File: src/rtl/gcd_scheduler.sv
// gcd_scheduler: round-robin scheduler sharing one GCD engine among NREQ requesters
// Ports:
//   i_clk, i_rst_n                  clock, asynchronous active-low reset
//   i_req_valid/i_req_a/i_req_b     per-requester request, operand slice i = [8i+7:8i]
//   o_req_ready                     one-hot grant, combinational, only while idle
//   o_rsp_valid/i_rsp_ready         response handshake
//   o_rsp_id/o_rsp_y                served requester and its GCD (0 on error)
//   o_rsp_error/o_rsp_timeout       engine error or watchdog abort (timeout implies error)
//   o_gcd_start/o_gcd_a/o_gcd_b     engine start pulse and operands held from grant until response
//   i_gcd_y/i_gcd_done/i_gcd_error  engine result, sampled only on done while waiting
//   o_busy                          any job in flight
module gcd_scheduler #(
    parameter int NREQ    = 4,
    parameter int IDW     = 2,
    parameter int TIMEOUT = 300
) (
    input  logic              i_clk,
    input  logic              i_rst_n,
    input  logic [NREQ-1:0]   i_req_valid,
    input  logic [8*NREQ-1:0] i_req_a,
    input  logic [8*NREQ-1:0] i_req_b,
    output logic [NREQ-1:0]   o_req_ready,
    output logic              o_rsp_valid,
    input  logic              i_rsp_ready,
    output logic [IDW-1:0]    o_rsp_id,
    output logic [7:0]        o_rsp_y,
    output logic              o_rsp_error,
    output logic              o_rsp_timeout,
    output logic              o_gcd_start,
    output logic [7:0]        o_gcd_a,
    output logic [7:0]        o_gcd_b,
    input  logic [7:0]        i_gcd_y,
    input  logic              i_gcd_done,
    input  logic              i_gcd_error,
    output logic              o_busy
);
    localparam int CW = $clog2(TIMEOUT);

    typedef enum logic [1:0] {IDLE, ISSUE, WAIT, RESP} state_t;

    state_t         r_state, w_next;
    logic [IDW-1:0] r_ptr, r_tag, w_gnt, w_ptr_nxt;
    logic [IDW:0]   w_sum;
    logic [CW-1:0]  r_cnt;
    logic [7:0]     r_a, r_b, r_y;
    logic           r_err, r_to, w_grant, w_to_hit;

    // Scan from the highest offset down so the lowest offset from r_ptr wins.
    always_comb begin
        w_gnt = '0;
        w_sum = '0;
        for (int k = NREQ - 1; k >= 0; k--) begin
            w_sum = {1'b0, r_ptr} + (IDW + 1)'(k);
            w_sum = (w_sum >= (IDW + 1)'(NREQ)) ? w_sum - (IDW + 1)'(NREQ) : w_sum;
            if (i_req_valid[w_sum[IDW-1:0]]) w_gnt = w_sum[IDW-1:0];
        end
    end

    assign w_grant   = (r_state == IDLE) && |i_req_valid;
    assign w_ptr_nxt = (w_gnt == IDW'(NREQ - 1)) ? '0 : w_gnt + 1'b1;
    assign w_to_hit  = r_cnt == CW'(TIMEOUT - 1);

    // Ready is gated by reset so no grant is advertised while the block is held in reset.
    assign o_req_ready   = (w_grant && i_rst_n) ? NREQ'(1) << w_gnt : '0;
    assign o_rsp_valid   = r_state == RESP;
    assign o_gcd_start   = r_state == ISSUE;
    assign o_busy        = r_state != IDLE;
    assign o_gcd_a       = r_a;
    assign o_gcd_b       = r_b;
    assign o_rsp_id      = r_tag;
    assign o_rsp_y       = r_y;
    assign o_rsp_error   = r_err;
    assign o_rsp_timeout = r_to;

    always_ff @(posedge i_clk or negedge i_rst_n) begin
        if (!i_rst_n) r_state <= IDLE;
        else r_state <= w_next;
    end

    always_comb begin
        w_next = r_state;
        case (r_state)
            IDLE:    w_next = w_grant ? ISSUE : IDLE;
            ISSUE:   w_next = WAIT;
            WAIT:    w_next = (i_gcd_done || w_to_hit) ? RESP : WAIT;
            RESP:    w_next = i_rsp_ready ? IDLE : RESP;
            default: w_next = IDLE;
        endcase
    end

    always_ff @(posedge i_clk or negedge i_rst_n) begin
        if (!i_rst_n) begin
            r_ptr <= '0;
            r_tag <= '0;
            r_a   <= '0;
            r_b   <= '0;
            r_cnt <= '0;
            r_y   <= '0;
            r_err <= 1'b0;
            r_to  <= 1'b0;
        end else begin
            if (w_grant) begin
                r_a   <= i_req_a[{w_gnt, 3'b000} +: 8];
                r_b   <= i_req_b[{w_gnt, 3'b000} +: 8];
                r_tag <= w_gnt;
                r_ptr <= w_ptr_nxt;
            end
            if (r_state == ISSUE) r_cnt <= '0;
            else if (r_state == WAIT) r_cnt <= r_cnt + 1'b1;
            // Done takes priority over the watchdog when both land in the same cycle.
            if (r_state == WAIT && i_gcd_done) begin
                r_y   <= i_gcd_error ? 8'd0 : i_gcd_y;
                r_err <= i_gcd_error;
                r_to  <= 1'b0;
            end else if (r_state == WAIT && w_to_hit) begin
                r_y   <= 8'd0;
                r_err <= 1'b1;
                r_to  <= 1'b1;
            end
        end
    end
endmodule
File: config.mk
export PLATFORM = sky130hd
export DESIGN_NAME = gcd_scheduler
export DESIGN_NICKNAME = d
export VERILOG_FILES = /design/src/rtl/gcd_scheduler.sv
export SDC_FILE = /design/constraint.sdc
export NUM_CORES = 1
export LEC_CHECK = 0
export CAP_MARGIN = 20
export CORE_ASPECT_RATIO = 0.5
export CORE_MARGIN = 2
export CORE_UTILIZATION = 38
export CTS_CLUSTER_DIAMETER = 80
export DETAILED_ROUTE_END_ITERATION = 8
export PLACE_DENSITY = 0.82
export SYNTH_ARGS = -nofsm -noshare
export SYNTH_HDL_FRONTEND = slang
export SYNTH_SLANG_ARGS = --single-unit
File: constraint.sdc
create_clock -name i_clk -period 1.7 [get_ports i_clk]
set_input_delay 0.425 -clock i_clk [delete_from_list [all_inputs] [get_ports i_clk]]
set_output_delay 0.425 -clock i_clk [all_outputs]
set_load 0.01 [all_outputs]
==> results.md <==
- CTS tree: built
- Area of the die: 7410 sq um
- Hold Path Class: input pin to async pin
- Synth Warn #: 0
- Fin cells: 479
- Internal: 4.25 mW
- Sink Count: 41
- Nets@finish: 474
- Placed insts: 460
- Die W: 120 microns
- Fraction of layout instances using a drive strength above 1: 0.313
- Sequential power share: 0.227
- Final Skew: 0.00585 ns
- Critical Path, Cell by Cell: mux2i_2, a2bb2oi_4, nand2_8, inv_8, ha_4, and3_4, buf_6
- RSZ-0062 raised after global routing: true
- Fmax: 482 MHz
- Avg Inst Size Synth: 10.9 sq um
- Clk slew on worst S/H paths: 0.06 ns
- Mapped Nets: 321
- Clock buffer depth: 2
- Worst skew pair latency: 0.29 ns
- WL final: 8.77 mm
- Iter 0 DRT Violations: 109
- CP top delay family: flip-flops
- Worst-margin pin slew: 0.448 ns
- Pin count of the biggest net entering global routing: 36
- Final setup viols: 21
- Crit-path slowest cell: dfrtp_2
- First drt pass iteration count: 4
- Fin crit share: 1.22
- Worst path bufs/invs: 2
- Final min period: 2.07 ns
- Worst rel slew slack: 0.699
- Max FO, Critical Path: 6
- # rows: 21
- Lkg Pwr: 1.80 nW
- Worst Path Arrival: 1.65 ns
- Setup crit start kind: flop
- Failing checks: negative setup slack
- ANT nets after route: 0
- Synth unique cells: 42
- Synthesized cell area: 2550 sq um
- Total track usage: 0.238
- CP endpoint kind: output pin
- Die H: 61.9 microns
- Setup ws final: -0.373 ns
- Antenna violations before repair: 0
- Placed Area: 3980 sq um
- Data required time of the critical path: 1.27 ns
- Setup TNS: -3.95 ns
- Boundary Pins: 116
- First-pass GRT wire length: 13.4 mm
- Num CTS Buffers: 5
- Number of global-route vias before repair: 2623
- NetSw: 2.98 mW
- VDD IR-drop max: 717 uV
- Wire per inst: 18.3 microns
- MaxCap Viol Count: 0
- H-tree level count: 2
- FILL cells: 469
- Comb pwr share: 0.639
- Via count: 2494
- RePlAce Congestion: 0.834
- Pwr dens: 1580 nW/um^2
- Status: finished, violations left
- Vias/cell: 5.21
- Detail Placement HPWL: 5.98 mm
- Post-synthesis sequential area ratio: 0.403
- Synth-to-Final Area Change: 80.0%
- Fin. Hold Viols: 0
- PortBufs: 115
- Slowest cell delay on critical path: 0.45 ns
- #FFs+latches synth: 41
- Gr ovfl total: 0
- Root buffer cell: clkbuf_16
- Sw frac: 0.412
- Initial Utilization: 0.386
- Antenna fix cells: 0
- Max-slew violations: 0
- Cells after Synth: 233
- CORE AREA: 6600 sq um
- Critical path type: flop to output pin
- # DRC: 0
- Final instance area: 4580 sq um
- Clock network power share: 0.134
==> power groups by stage <==
stage / Clock (mW) / Combinational [mW] / Sequential (mW)
final: 0.965 / 4.62 / 1.64
after global routing: 1.03 / 4.90 / 1.69
after CTS: 0.982 / 4.42 / 1.62
after detailed placement: 0 / 3.74 / 1.62
after global placement: 0 / 3.61 / 1.60
after floorplan: 0 / 1.91 / 1.74
==> final cells by class <==
cell class / instances / area [sq um] / area share
Sequential cell: 41 / 1030 / 0.224
Inverter: 8 / 37.5 / 0.00819
Timing Repair Buffer: 159 / 1520 / 0.331
Multi-Input combinational cell: 171 / 1740 / 0.379
Tap cell: 92 / 115 / 0.0251
Clock buffer: 5 / 125 / 0.0273
Clock inverter: 3 / 25.0 / 0.00546
==> flip-flops by register name, summed over array words and instances (netlist names) <==
| name | flops |
|---|---|
| o_gcd_a | 8 |
| o_rsp_timeout | 1 |
| o_rsp_error | 1 |
| r_cnt | 9 |
| r_state | 2 |
| o_gcd_b | 8 |
| o_rsp_y | 8 |
| o_rsp_id | 2 |
| r_ptr | 2 |
==> final timing paths <==
kind / startpoint / endpoint / slack, ns / cells past startpoint
worst min register to register: o_rsp_id[0] / o_rsp_id[0] / 0.48 / 2
min in group i_clk: o_rsp_id[0] / o_rsp_id[0] / 0.48 / 2
max in group asynchronous: i_rst_n / o_gcd_a[4] / 1.10 / 2
worst min-delay path: i_rst_n / o_gcd_a[2] / 0.10 / 2
worst max register to register: r_ptr[1] / o_gcd_b[7] / -0.28 / 9
worst max-delay path: r_ptr[1] / o_req_ready[3] / -0.37 / 7
==> stage by stage <==
stage                     hold WS [ns]   util  power [mW]  worst slack (ns)
after floorplan                  0.129      -        3.65            -0.186
after detailed placement         0.399  0.603        5.36             -1.03
after global routing             0.104  0.695        7.61            -0.422
after global placement           0.393  0.603        5.21             -1.02
after CTS                       0.0934  0.683        7.03            -0.370
final                            0.100  0.695        7.22            -0.373
==> metal layers <==
layer / vias to the layer above / wire, microns / share of wire / GRT usage
met5: - / 0 / 0 / 0
met3: 10 / 234 / 0.027 / 0.0392
met1: 1247 / 3680 / 0.42 / 0.276
li1: 1181 / - / - / -
met4: 0 / 110 / 0.013 / 0.0874
met2: 56 / 4740 / 0.54 / 0.466
==> cells in the final DEF (no fill, tap or decap), drive strengths merged, types with 8 or more instances in the layout <==
master / n
buf: 51
a21boi: 16
a2111oi: 16
dfrtp: 41
a21oi: 8
mux2i: 18
clkdlybuf4s50: 103
nor2: 28
o21ai: 12
nand2: 11
inv: 9
a211oi: 16
a22o: 8
==> repair_timing <==
action	4_1_cts	5_1_grt
endpoints found under the setup margin	32	35
pin swaps	38	13
resized for setup	85	17
cloned	1	1
hold buffers	0	0
setup buffers	6	5
==> synthesized netlist by cell type <==
cell,n,area share
buf_8,1,0.0059
buf_12,1,0.0079
clkbuf_1,4,0.0059
buf_6,3,0.013
a21oi_2,1,0.0034
a2bb2oi_4,1,0.010
or3_1,2,0.0049
inv_2,1,0.0015
or4b_1,1,0.0039
a21oi_1,7,0.014
nand3b_1,2,0.0059
buf_2,3,0.0059
a211oi_2,10,0.049
nand2b_1,3,0.0074
a2111oi_2,16,0.094
nor3_1,4,0.0079
a211oi_1,6,0.018
and2_1,1,0.0025
xnor2_1,1,0.0034
nor2b_1,1,0.0025
nand4b_1,1,0.0034
a21o_1,2,0.0059
ha_1,7,0.034
inv_1,6,0.0088
nand2_8,1,0.0079
and3_1,1,0.0025
mux2i_1,18,0.071
nand4_4,1,0.0083
o21ai_0,10,0.020
nand2_1,10,0.015
xor2_1,3,0.010
buf_4,1,0.0029
nor2_1,28,0.041
inv_6,1,0.0034
nand4_1,3,0.0074
o21ai_2,1,0.0034
nand3_1,3,0.0059
a21boi_0,16,0.047
a22oi_1,1,0.0029
dfrtp_1,41,0.40
buf_1,1,0.0015
a22o_1,8,0.028
==> kinds of logic after synthesis <==
family | count (synthesis) | synth area share
AO/OA/AOI/OAI | 79 | 0.295
adder cells (fa/ha/maj) | 7 | 0.0344
XOR/XNOR | 4 | 0.0138
flip-flops | 41 | 0.403
multiplexers | 18 | 0.0707
buffers and inverters | 22 | 0.0570
AND/OR/NAND/NOR | 62 | 0.126
Power figures use the tool's default switching activity.
